==> src/rtl/wishbone_initiator.sv <==
// +----------------------------------------------------------------------------+
// | wishbone_initiator: single-transaction Wishbone classic-cycle initiator     |
// | Revision: 1.0                                                               |
// +----------------------------------------------------------------------------+
`default_nettype none

module wishbone_initiator #(
  parameter int TIMEOUT_CYCLES = 16
) (
  input  logic        wb_clk_i,
  input  logic        wb_rst_i,
  input  logic        cmd_valid_i,
  output logic        cmd_ready_o,
  input  logic        cmd_we_i,
  input  logic [31:0] cmd_adr_i,
  input  logic [31:0] cmd_dat_i,
  input  logic [3:0]  cmd_sel_i,
  output logic        rsp_valid_o,
  output logic [31:0] rsp_dat_o,
  output logic        rsp_err_o,
  output logic        wbm_cyc_o,
  output logic        wbm_stb_o,
  output logic        wbm_we_o,
  output logic [3:0]  wbm_sel_o,
  output logic [31:0] wbm_adr_o,
  output logic [31:0] wbm_dat_o,
  input  logic        wbm_ack_i,
  input  logic [31:0] wbm_dat_i
);

  localparam logic [1:0] c_IDLE = 2'd0;
  localparam logic [1:0] c_BUS  = 2'd1;
  localparam logic [1:0] c_RESP = 2'd2;

  localparam logic [7:0] c_TO_LAST = 8'(TIMEOUT_CYCLES - 1);

  logic [1:0]  r_state;
  logic [7:0]  r_cnt;
  logic        r_cyc;
  logic        r_we;
  logic [3:0]  r_sel;
  logic [31:0] r_adr;
  logic [31:0] r_dat;
  logic        r_rsp_valid;
  logic [31:0] r_rsp_dat;
  logic        r_rsp_err;

  always_ff @(posedge wb_clk_i) begin
    if (wb_rst_i) begin
      r_state     <= c_IDLE;
      r_cnt       <= 8'd0;
      r_cyc       <= 1'b0;
      r_we        <= 1'b0;
      r_sel       <= 4'd0;
      r_adr       <= 32'd0;
      r_dat       <= 32'd0;
      r_rsp_valid <= 1'b0;
      r_rsp_dat   <= 32'd0;
      r_rsp_err   <= 1'b0;
    end else begin
      case (r_state)
        c_IDLE: begin
          if (cmd_valid_i) begin
            r_we    <= cmd_we_i;
            r_adr   <= cmd_adr_i;
            r_dat   <= cmd_dat_i;
            r_sel   <= cmd_sel_i;
            r_cnt   <= 8'd0;
            r_cyc   <= 1'b1;
            r_state <= c_BUS;
          end
        end
        c_BUS: begin
          // Ack takes priority over a timeout landing on the same edge.
          if (wbm_ack_i) begin
            r_cyc       <= 1'b0;
            r_rsp_dat   <= r_we ? 32'd0 : wbm_dat_i;
            r_rsp_err   <= 1'b0;
            r_rsp_valid <= 1'b1;
            r_state     <= c_RESP;
          end else if (r_cnt == c_TO_LAST) begin
            r_cyc       <= 1'b0;
            r_rsp_dat   <= 32'd0;
            r_rsp_err   <= 1'b1;
            r_rsp_valid <= 1'b1;
            r_state     <= c_RESP;
          end else begin
            r_cnt <= r_cnt + 8'd1;
          end
        end
        c_RESP: begin
          r_rsp_valid <= 1'b0;
          r_state     <= c_IDLE;
        end
        default: begin
          r_cyc       <= 1'b0;
          r_rsp_valid <= 1'b0;
          r_state     <= c_IDLE;
        end
      endcase
    end
  end

  assign cmd_ready_o = (r_state == c_IDLE);
  assign rsp_valid_o = r_rsp_valid;
  assign rsp_dat_o   = r_rsp_dat;
  assign rsp_err_o   = r_rsp_err;
  assign wbm_cyc_o   = r_cyc;
  assign wbm_stb_o   = r_cyc;
  assign wbm_we_o    = r_we;
  assign wbm_sel_o   = r_sel;
  assign wbm_adr_o   = r_adr;
  assign wbm_dat_o   = r_dat;

endmodule

`default_nettype wire

==> config.mk <==
export PLATFORM = sky130hd
export DESIGN_NAME = wishbone_initiator
export DESIGN_NICKNAME = d
export VERILOG_FILES = /design/src/rtl/wishbone_initiator.sv
export SDC_FILE = /design/constraint.sdc
export NUM_CORES = 1
export LEC_CHECK = 0
export ABC_AREA = 1
export CORE_ASPECT_RATIO = 1.1
export CORE_UTILIZATION = 41
export DETAILED_ROUTE_END_ITERATION = 8
export HOLD_SLACK_MARGIN = 0.12
export PLACE_DENSITY = 0.81
export SLEW_MARGIN = 10
export SYNTH_ARGS = -nofsm -noshare
export SYNTH_HDL_FRONTEND = slang
export SYNTH_SLANG_ARGS = --single-unit
==> constraint.sdc <==
create_clock -name wb_clk_i -period 1.5 [get_ports wb_clk_i]
set_input_delay 0.225 -clock wb_clk_i [delete_from_list [all_inputs] [get_ports wb_clk_i]]
set_output_delay 0.225 -clock wb_clk_i [all_outputs]
set_load 0.01 [all_outputs]
==> results.md <==
* Status: finished clean
* CTS Buf Count at 17
* Data arrival time of the critical path at ~1.7 ns
* Vias in the first global route at between 4,000 and 5,000
* CTS tree: done
* Synthesized flop and latch total at between 100 and 150
* Worst setup SP type: flip-flop
* Yosys warnings at 0
* Clk sink count at approximately 110
* Slew HR at 0.743
* Number of placement rows at 39
* Routed WL per cell at between 10 and 15 µm
* Fmax at slightly below 0.7 GHz
* Final #Nets at a little under 900
* Pins over their slew limit at 0
* Commonest cells after routing, fill and taps aside: nor2_1, dfxtp_1, clkdlybuf4s50_1, dlygate4sd2_1, nand2_1
* Worst IR Drop VDD at approximately 700 µV
* Worst setup path category: flip-flop to flip-flop
* Synthesized cell area at between 0.004 and 0.005 mm²
* Worst hold-check path type: input pin to flip-flop
* Clock buffer depth at 2
* Number of max-cap violations at 0
* Power Density at ~1200 mW/mm²
* Clk slew on worst S/H paths at around 0.050 ns
* Die W at 101 µm
* Core area at slightly above 0.01 mm²
* Period utilization at 0.971
* GRT Total Usage at 0.241
* Max Clock Skew at a little under 0.007 ns
* Final hold violations at 0
* Commonest non-fill, non-tap cell in the layout: nor2_1
* Synthesized area per cell at around 8.0 µm²
* Overall die area at 0.0111 mm²
* Number of port buffers at 210
* Leak at 3.35 nW
* Cell count after synthesis at 550
* Initial antenna violation count at 0
* Via density per instance at slightly below 5
* Final wirelength at 13,700 µm
* Initial DRC count at about 230
* Final setup viols at 0
* Worst-skew pair later-pin latency at approximately 0.40 ns
* Die H at 110 µm
* Final WS setup at ~0.043 ns
* Residual DRC at 0
* I/O pin total at 211
* H-tree levels at 4
* Diodes inserted at 0
* Area delta synth->final at 66.9%
* Slew @ Worst Pin at 0.385 ns
* RePlAce Congestion at approximately 0.80
* Register area share after synthesis at 0.521
* Crit Path Max Fanout at 17
* Largest net degree at the start of global routing at 76
* Global-route wire length before repair at between 20,000 and 25,000 µm
* Antenna-violating nets left at 0
* Pre-CTS WS at ~0.010 ns
* Unique cell type count in the Yosys netlist at 29
* Root buf cell: clkbuf_16
* WP data required at around 1.8 ns
* DR pass1 iterations at 4
* Worst Setup End Kind: flip-flop
* Gr ovfl total at 0
* Starting density of the core at 0.421
* Setup TNS at 0 ns
* DP HPWL at 9110 µm
* Via count at 4,522
* Minimum clock period at 1.46 ns
* Layout cell share with drive strength beyond 1 at 0.133
* Syn Nets at between 600 and 700
* Hold buffers post-CTS at 0
## area by class of cell
type	count	area, µm²
Clock inverter	13	208
Fill cell	839	3090
Timing Repair Buffer	229	2240
Multi-Input combinational cell	383	1860
Sequential cell	114	2280
Inverter	19	71.3
Tap cell	143	179
Clock buffer	19	453
## timing repair
item / CTS / global route
gates cloned: 0 / 2
endpoints found under the setup margin: 130 / 46
pin swaps: 0 / 1
resized for setup: 101 / 16
buffers inserted: 0 / 2
## logic make-up after synthesis
family	after synthesis	synth area share
AOI/OAI and AO/OA	112	0.156
xor gates and xnor gates	1	0.00200
adders and majority gates	1	0.00286
buffers and inverters	53	0.0626
DFF	114	0.521
and+or+nand+nor	269	0.255
## flip-flops by register name, summed over array words and instances (netlist names)
signal / count
rsp_dat_o: 32
wbm_adr_o: 32
wbm_dat_o: 32
r_cnt: 8
wbm_sel_o: 4
r_state: 2
rsp_err_o: 1
rsp_valid_o: 1
wbm_cyc_o: 1
wbm_we_o: 1
## worst paths after layout
check        cells after the start                        from  slack [ns]                          to
min                              3                    wb_rst_i        0.27   rsp_dat_o[1]$_SDFFE_PP0P_
max                              9       r_cnt[1]$_SDFFE_PP0P_        0.04  rsp_dat_o[12]$_SDFFE_PP0P_
max reg2reg                      9       r_cnt[1]$_SDFFE_PP0P_        0.04  rsp_dat_o[12]$_SDFFE_PP0P_
min reg2reg                      2  rsp_dat_o[10]$_SDFFE_PP0P_        0.47  rsp_dat_o[10]$_SDFFE_PP0P_
## stage by stage
stage	instances	utilization	hold slack, ns	total power, mW	area, µm²
floorplan	550	-	0.372	4.02	4380
global route	920	0.703	0.269	9.48	7300
CTS	916	0.691	0.253	9.16	7180
detailed placement	884	0.639	0.461	4.85	6640
global placement	884	0.639	0.453	4.80	6640
finish	920	0.703	0.272	9.11	7300
## worst max-delay path, cell delays in order, from the launching register on
cell and delay (ns):
dfxtp_2 0.36, ha_4 0.15, nand2_4 0.07, nor2_4 0.14
nand3_4 0.10, nand2_4 0.09, nand2_4 0.08, clkbuf_16 0.20
nand2_1 0.08, a21oi_2 0.05
## cell usage after synthesis
cell type | n | area share
a21oi_1 | 8 | 0.0091
a21oi_2 | 31 | 0.062
buf_2 | 8 | 0.0091
buf_4 | 3 | 0.0051
buf_6 | 7 | 0.018
clkbuf_1 | 15 | 0.013
clkbuf_2 | 1 | 0.0011
clkinv_1 | 1 | 0.00086
dfxtp_1 | 114 | 0.52
ha_1 | 1 | 0.0029
inv_1 | 14 | 0.012
inv_2 | 4 | 0.0034
nand2_1 | 85 | 0.073
nand2_2 | 3 | 0.0043
nand2_4 | 2 | 0.0051
nand3_1 | 10 | 0.011
nand3_2 | 1 | 0.0023
nand3_4 | 1 | 0.0040
nand3b_1 | 1 | 0.0017
nand4_1 | 2 | 0.0029
nor2_1 | 159 | 0.14
nor2_2 | 2 | 0.0029
nor2_8 | 2 | 0.0091
nor3b_1 | 1 | 0.0017
o211ai_1 | 1 | 0.0017
o21ai_0 | 59 | 0.067
o21ai_1 | 11 | 0.013
o21bai_1 | 2 | 0.0034
xor2_1 | 1 | 0.0020
## layer usage
metal | track usage | routed length, µm | vias to the layer above
li1 | - | - | 2185
met1 | 0.248 | 5000 | 2103
met2 | 0.437 | 7200 | 193
met3 | 0.0757 | 987 | 41
met4 | 0.129 | 505 | 0
met5 | 0 | 0 | -
## power by group
| group | internal [mW] | leakage (nW) | switching, mW |
|---|---|---|---|
| sequential | 3.25 | 0.939 | 0.111 |
| combinational | 0.673 | 2.10 | 0.664 |
| clock | 3.03 | 0.311 | 1.38 |
| total | 6.95 | 3.35 | 2.16 |
Note: power is estimated with default switching activity, not from simulation.
